**src/rtl/morse_decoder.sv**
```systemverilog
// Serial Morse decoder: reads 2-bit symbol pairs (dot, dash, end of character, end of word)
// and presents the ASCII of each completed character, or a space per word gap, on saida.
module morse_decoder (
  input  logic       clock,
  input  logic       reset,
  input  logic       entrada,
  output logic [7:0] saida
);

  typedef enum logic {StFirst, StSecond} phase_e;

  phase_e      phase_q, phase_d;
  logic        first_q, first_d;
  logic [4:0]  sym_q, sym_d;
  logic [2:0]  cnt_q, cnt_d;
  logic        ovf_q, ovf_d;
  logic [7:0]  saida_q, saida_d;

  // Symbols shift in at bit 0 over a cleared buffer, so bits above the count are always zero
  // and {count, pattern} is an exact table key.
  function automatic logic [7:0] lookup(input logic [2:0] n, input logic [4:0] p);
    case ({n, p})
      8'b001_00000: lookup = 8'h45; // E
      8'b001_00001: lookup = 8'h54; // T
      8'b010_00000: lookup = 8'h49; // I
      8'b010_00001: lookup = 8'h41; // A
      8'b010_00010: lookup = 8'h4E; // N
      8'b010_00011: lookup = 8'h4D; // M
      8'b011_00000: lookup = 8'h53; // S
      8'b011_00001: lookup = 8'h55; // U
      8'b011_00010: lookup = 8'h52; // R
      8'b011_00011: lookup = 8'h57; // W
      8'b011_00100: lookup = 8'h44; // D
      8'b011_00101: lookup = 8'h4B; // K
      8'b011_00110: lookup = 8'h47; // G
      8'b011_00111: lookup = 8'h4F; // O
      8'b100_00000: lookup = 8'h48; // H
      8'b100_00001: lookup = 8'h56; // V
      8'b100_00010: lookup = 8'h46; // F
      8'b100_00100: lookup = 8'h4C; // L
      8'b100_00110: lookup = 8'h50; // P
      8'b100_00111: lookup = 8'h4A; // J
      8'b100_01000: lookup = 8'h42; // B
      8'b100_01001: lookup = 8'h58; // X
      8'b100_01010: lookup = 8'h43; // C
      8'b100_01011: lookup = 8'h59; // Y
      8'b100_01100: lookup = 8'h5A; // Z
      8'b100_01101: lookup = 8'h51; // Q
      8'b101_00000: lookup = 8'h35; // 5
      8'b101_00001: lookup = 8'h34; // 4
      8'b101_00011: lookup = 8'h33; // 3
      8'b101_00111: lookup = 8'h32; // 2
      8'b101_01111: lookup = 8'h31; // 1
      8'b101_10000: lookup = 8'h36; // 6
      8'b101_11000: lookup = 8'h37; // 7
      8'b101_11100: lookup = 8'h38; // 8
      8'b101_11110: lookup = 8'h39; // 9
      8'b101_11111: lookup = 8'h30; // 0
      default:      lookup = 8'h3F; // ?
    endcase
  endfunction

  always_ff @(posedge clock) begin
    if (reset) begin
      phase_q <= StFirst;
      first_q <= 1'b0;
      sym_q   <= 5'd0;
      cnt_q   <= 3'd0;
      ovf_q   <= 1'b0;
      saida_q <= 8'h00;
    end else begin
      phase_q <= phase_d;
      first_q <= first_d;
      sym_q   <= sym_d;
      cnt_q   <= cnt_d;
      ovf_q   <= ovf_d;
      saida_q <= saida_d;
    end
  end

  always_comb begin
    phase_d = (phase_q == StFirst) ? StSecond : StFirst;
  end

  always_comb begin
    first_d = first_q;
    sym_d   = sym_q;
    cnt_d   = cnt_q;
    ovf_d   = ovf_q;
    saida_d = saida_q;
    if (phase_q == StFirst) begin
      first_d = entrada;
    end else begin
      unique case ({first_q, entrada})
        2'b11, 2'b00: begin
          // Dot shifts in 0, dash shifts in 1; symbols past the fifth only mark overflow.
          if (!ovf_q) begin
            if (cnt_q == 3'd5) begin
              ovf_d = 1'b1;
            end else begin
              sym_d = {sym_q[3:0], ~first_q};
              cnt_d = cnt_q + 3'd1;
            end
          end
        end
        2'b10: begin
          if (ovf_q) begin
            saida_d = 8'h3F;
          end else if (cnt_q != 3'd0) begin
            saida_d = lookup(cnt_q, sym_q);
          end
          sym_d = 5'd0;
          cnt_d = 3'd0;
          ovf_d = 1'b0;
        end
        2'b01: begin
          saida_d = 8'h20;
          sym_d   = 5'd0;
          cnt_d   = 3'd0;
          ovf_d   = 1'b0;
        end
        default: ;
      endcase
    end
  end

  assign saida = saida_q;

endmodule

```
**config.mk**
```make
export PLATFORM = sky130hd
export DESIGN_NAME = morse_decoder
export DESIGN_NICKNAME = d
export VERILOG_FILES = /design/src/rtl/morse_decoder.sv
export SDC_FILE = /design/constraint.sdc
export NUM_CORES = 1
export LEC_CHECK = 0
export CORE_MARGIN = 5
export CORE_UTILIZATION = 30
export CTS_BUF_LIST = sky130_fd_sc_hd__clkbuf_4
export CTS_CLUSTER_DIAMETER = 80
export DETAILED_ROUTE_END_ITERATION = 8
export SLEW_MARGIN = 20
export SYNTH_ARGS = -nofsm -noshare
export SYNTH_HDL_FRONTEND = slang
export SYNTH_SLANG_ARGS = --single-unit
export TNS_END_PERCENT = 1
```
**constraint.sdc**
```tcl
create_clock -name clock -period 2.9 [get_ports clock]
set_clock_uncertainty 0.15 [all_clocks]
set_input_delay 0.29 -clock clock [delete_from_list [all_inputs] [get_ports clock]]
set_output_delay 0.29 -clock clock [all_outputs]
set_load 0.02 [all_outputs]
```
After elaboration in Yosys (flattened, before gate mapping)
Cells that the tools add are included.
{"block": "op_classes", "reduce_logical": 7, "n_eq_ne": 43, "n_mux": 14, "bitwise": 1, "add_sub_neg": 1}
{"cell": "$pmux 7 s36", "count": 1}
{"cell": "$eq 8x8->1 const B", "count": 22}
{"cell": "$eq 8x7->1 const B", "count": 12}
{"cell": "$eq 8x6->1 const B", "count": 2}
{"cell": "$mux 8", "count": 2}
{"cell": "$pmux 8 s2", "count": 1}
{"cell": "$mux 5", "count": 2}
{"cell": "$pmux 5 s2", "count": 1}
{"cell": "$mux 3", "count": 2}
{"cell": "$pmux 3 s2", "count": 1}
{"cell": "$reduce_and 3->1", "count": 2}
{"cell": "$eq 2x2->1 const B", "count": 2}
{"cell": "$ne 2x2->1 const B", "count": 2}
{"cell": "$reduce_or 2->1", "count": 2}
{"cell": "$add 3x1->3 const B", "count": 1}
{"cell": "$eq 3x3->1 const B", "count": 1}
{"cell": "$mux 1", "count": 3}
{"cell": "$ne 3x3->1 const B", "count": 1}
{"cell": "$reduce_bool 3->1", "count": 1}
{"cell": "$eq 2x1->1 const B", "count": 1}
{"cell": "$logic_not 2->1", "count": 1}
{"cell": "$pmux 1 s2", "count": 1}
{"cell": "$reduce_bool 2->1", "count": 1}
{"cell": "$not 1->1", "count": 1}
{"block": "word_totals", "out_inout_bits": 8, "wordCells": 72, "regBits": 19, "inputBits": 3}

Logic depth before layout (Yosys ltp)
{"block": "logic_depth", "depth_word": 5, "mapped_depth": 9, "depth_no_buf": 7}

Worst setup path after synthesis
OpenSTA, ideal clock, no wires.
{"block": "synth_timing", "path_kind": "reg2reg", "from": "register cnt_q[0]", "to": "register saida_q[2] (netlist: saida[2])", "path_stages_with_launch": 10, "path_slack_ns": 0.780, "t_arrival_ns": 1.837, "setup_ns": 0.132, "n_path_buf": 3, "cell_sequence": "dfxtp_1 -> buf_2 -> buf_2 -> inv_1 -> ha_1 -> a31oi_1 -> clkbuf_1 -> o211ai_1 -> nor3b_1 -> a21oi_1"}
{"block": "synth_via", "elab_chain_cells": 5, "word_cells_on_any_way": 43, "classes_between": "eq/ne (37); mux (4); reduce/logical (2)"}
{"element": "start, declared", "line": "15", "rtl": "logic [2:0] cnt_q, cnt_d;"}
{"element": "start signal, assigned", "line": "75", "rtl": "cnt_q <= cnt_d;"}
{"element": "$eq 8x8->1 (tied with other cells)", "line": "22", "rtl": "case ({n, p})"}
{"element": "$pmux 7 s36", "line": "22"}
{"element": "$mux 8", "line": "109", "rtl": "end else if (cnt_q != 3'd0) begin"}
{"element": "$mux 8", "line": "107", "rtl": "if (ovf_q) begin"}
{"element": "$pmux 8 s2", "line": "94", "rtl": "unique case ({first_q, entrada})"}
{"element": "end signal, assigned", "line": "77", "rtl": "saida_q <= saida_d;"}
{"element": "end, declared", "line": "17", "rtl": "logic [7:0] saida_q, saida_d;"}
Several ways; a longest one is shown, not always the timed one. The select of a mux whose other input is x is not followed.
A chain may end at the register's enable or synchronous reset.

Final worst setup path
{"block": "layout_timing", "from": "register cnt_q[0]", "to": "register saida_q[1] (netlist: saida[1])"}
The elaborated chain is that of the path after synthesis.

==> metrics <==
minimum period implied by the final worst setup slack=2.36 ns; top cell type by total area after synthesis=sky130_fd_sc_hd__dfxtp_1; Max-Cap Viols=0; maximum number of pins on one net before global-route repair=23; number of global-route vias before repair=1,338; quantity of hold-fixing buffers added after cts=0; number of post-CTS setup repair buffers=0; top sig layer=met4; Synth warnings=0; metal1 wirelength=1820 um; cell row count=25; post-route ant nets=0; share of synthesized flip-flops with an asynchronous set or reset=0%; Area contributors post-synth=sky130_fd_sc_hd__dfxtp_1, sky130_fd_sc_hd__a21oi_1, sky130_fd_sc_hd__nor2_1; setup_tns=0 ns; post-cts resize count=0; Overflow after GRT=0; EDFF count, synth=0; part of the Yosys area used for sequential elements=23.9%; via count normalized by instance count=5.42; I/O pin count=11; share of cell area taken by muxes after synthesis=1.33%; final core utilization=34.5%; area share of fa/ha/maj cells after synthesis=4.98%; GP Congestion=0.848; # nets final=214; total of buffers placed on input and output ports=9; starting density of the core=31.3%; detailed router's first-iteration violation count=150; worst endpoint required time=2.91 ns; Worst-Skew Late Latency=0.30 ns; wire length of the first global-routing pass=6470 um; share of layout cells above drive strength 1=7.35%; post-route cell area=1660 um2; CTS tree=built; Antenna Cells=0; root buf cell=sky130_fd_sc_hd__clkbuf_4; Routed wire per std cell=14.2 um; Overall Global Routing Usage=12.3%; result of the run=completed; maximum VDD drop=0.228 mV; Simple-Gate Fraction of Synth Area=33.8%; DR DRC count=0; setup repair after global routing missed its margin=false; crit path capture type=flop; CTS clk-pin slew, worst paths=0.11 ns; final count of pins violating max slew=0; Max Buffers Root-to-Sink=2; routed wl met3=190 um; Die Area=6550 um2; number of instances in the synthesized netlist=204; total power per unit cell area=309 nW/um2; transition time at the pin with the least slew margin=0.732 ns; crit path launch type=flop; relative slew slack=51.2%; final worst path period share=81.3%; area overhead of the layout relative to synthesis=10.3%; met2 wire length=1810 um; fraction of post-synthesis cell area in the top cell type by area=23.9%; share of the synthesized area in compound gates (AO/OA/AOI/OAI)=25.8%; Worst Path Arrival=2.36 ns; Setup Viol. Count Final=0; Via Count=1,470; number of antenna violations at the first check in global routing=0; die span in x=80.9 um; final hold vios=0; Top FF cell, synth=sky130_fd_sc_hd__dfxtp_1; estimated wirelength of the detail-placed design=2810 um; worst hold path type=reg -> reg; synthesized area=1510 um2; total cell area at the placement stage=1640 um2; synthesis-stage register bit count=18; die extent in y=80.9 um; synthesized-area fraction occupied by xor and xnor cells=1.74%; Worst Setup Path Type=reg -> reg; clock buffer count from CTS=3; largest fanout of any net on the critical path=18; router iterations before antenna repair=5; mean area per synthesized cell=7.40 um2; standby leakage power=0.563 nW; syn nets=213; commonest non-fill, non-tap cell in the layout=sky130_fd_sc_hd__nor2_1; main combinational cell family by area after synthesis=simple AND/OR/NAND/NOR gates; CTS sink count=18; number of distinct library cells after synthesis=57; total length of routed wires=3850 um; most used cells in the layout excluding fill and tap cells=sky130_fd_sc_hd__nor2_1, sky130_fd_sc_hd__a21oi_1, sky130_fd_sc_hd__dfxtp_1, sky130_fd_sc_hd__nand2_1; area of the core=4820 um2; Achievable Freq=424 MHz; maximum level of the CTS H-tree=1
==> Yosys cell counts (2+ instances only) <==
library cell and number:
sky130_fd_sc_hd__nor2_1 21, sky130_fd_sc_hd__o2111ai_1 3, sky130_fd_sc_hd__xor2_1 2, sky130_fd_sc_hd__and2_1 2
sky130_fd_sc_hd__a41oi_1 2, sky130_fd_sc_hd__buf_2 9, sky130_fd_sc_hd__a31oi_1 4, sky130_fd_sc_hd__inv_1 7
sky130_fd_sc_hd__clkbuf_1 8, sky130_fd_sc_hd__a21oi_1 20, sky130_fd_sc_hd__nand2_1 16, sky130_fd_sc_hd__and3_1 4
sky130_fd_sc_hd__and3b_1 4, sky130_fd_sc_hd__nor4_1 2, sky130_fd_sc_hd__nand3b_1 4, sky130_fd_sc_hd__o21a_1 2
sky130_fd_sc_hd__dfxtp_1 18, sky130_fd_sc_hd__nand4_1 2, sky130_fd_sc_hd__nand2b_1 4, sky130_fd_sc_hd__o211ai_1 2
sky130_fd_sc_hd__o21ai_0 9, sky130_fd_sc_hd__nor3b_1 7, sky130_fd_sc_hd__nor2b_1 4, sky130_fd_sc_hd__nand3_1 5
sky130_fd_sc_hd__ha_1 6, sky130_fd_sc_hd__mux2i_1 2, sky130_fd_sc_hd__nor3_1 5
==> per-stage QoR <==
stage	setup slack [ns]	std cells	hold slack [ns]	power [W]
floorplan	0.780	204	0.284	0.000353
global placement	0.586	267	0.333	0.000388
finish	0.542	271	0.344	0.000514
detailed placement	0.500	267	0.334	0.000389
CTS	0.572	271	0.350	0.000523
global route	0.404	271	0.381	0.000547
==> worst max-delay path, cell delays in order, from the launching register on <==
cell	delay (ns)
sky130_fd_sc_hd__dfxtp_1	0.54
sky130_fd_sc_hd__nor4b_4	0.56
sky130_fd_sc_hd__o311ai_1	0.18
sky130_fd_sc_hd__and3_1	0.23
sky130_fd_sc_hd__a41oi_1	0.39
sky130_fd_sc_hd__a31oi_1	0.15
==> cell type report <==
| class | instances | area [um2] |
|---|---|---|
| repair buffers | 16 | 143 |
| well taps | 67 | 83.8 |
| clock buffers | 3 | 22.5 |
| fillers | 534 | 3150 |
| inverters | 7 | 26.3 |
| flip-flops and latches | 18 | 360 |
| clock inverters | 1 | 3.75 |
| multi-input cells | 159 | 1020 |
==> power breakdown <==
group / leakage [nW] / switching [W] / total [W] / internal [W]
clock network: 0.0154 / 0.0000806 / 0.000131 / 0.0000500
registers: 0.147 / 0.0000181 / 0.000277 / 0.000259
logic: 0.401 / 0.0000586 / 0.000107 / 0.0000481
==> worst paths after layout <==
| path | startpoint | to | depth (start not counted) | slack, ns |
|---|---|---|---|---|
| max reg2reg | cnt_q[0] | saida[1] | 5 | 0.54 |
| min | saida[6] | saida[6] | 2 | 0.34 |
| min reg2reg | saida[6] | saida[6] | 2 | 0.34 |
| max | cnt_q[0] | saida[1] | 5 | 0.54 |
==> kinds of logic after synthesis <==
kind of cell             after synthesis
AO/OA/AOI/OAI                         59
XOR/XNOR                               3
adder cells (fa/ha/maj)                6
buffers and inverters                 27
flip-flops                            18
multiplexers                           2
other                                  1
AND/OR/NAND/NOR                       88
==> state kept, by name, indices dropped and copies added, names as in the netlist <==
signal	cells
ovf_q	1
sym_q	5
phase_q	1
saida	7
cnt_q	3
first_q	1
==> routing by layer <==
metal / up-vias / track usage [%]
met5: - / 0
met4: 0 / 4.73
met3: 4 / 1.22
met2: 35 / 18.8
met1: 687 / 17.8
li1: 744 / -
(Power assumes the default switching activity.)
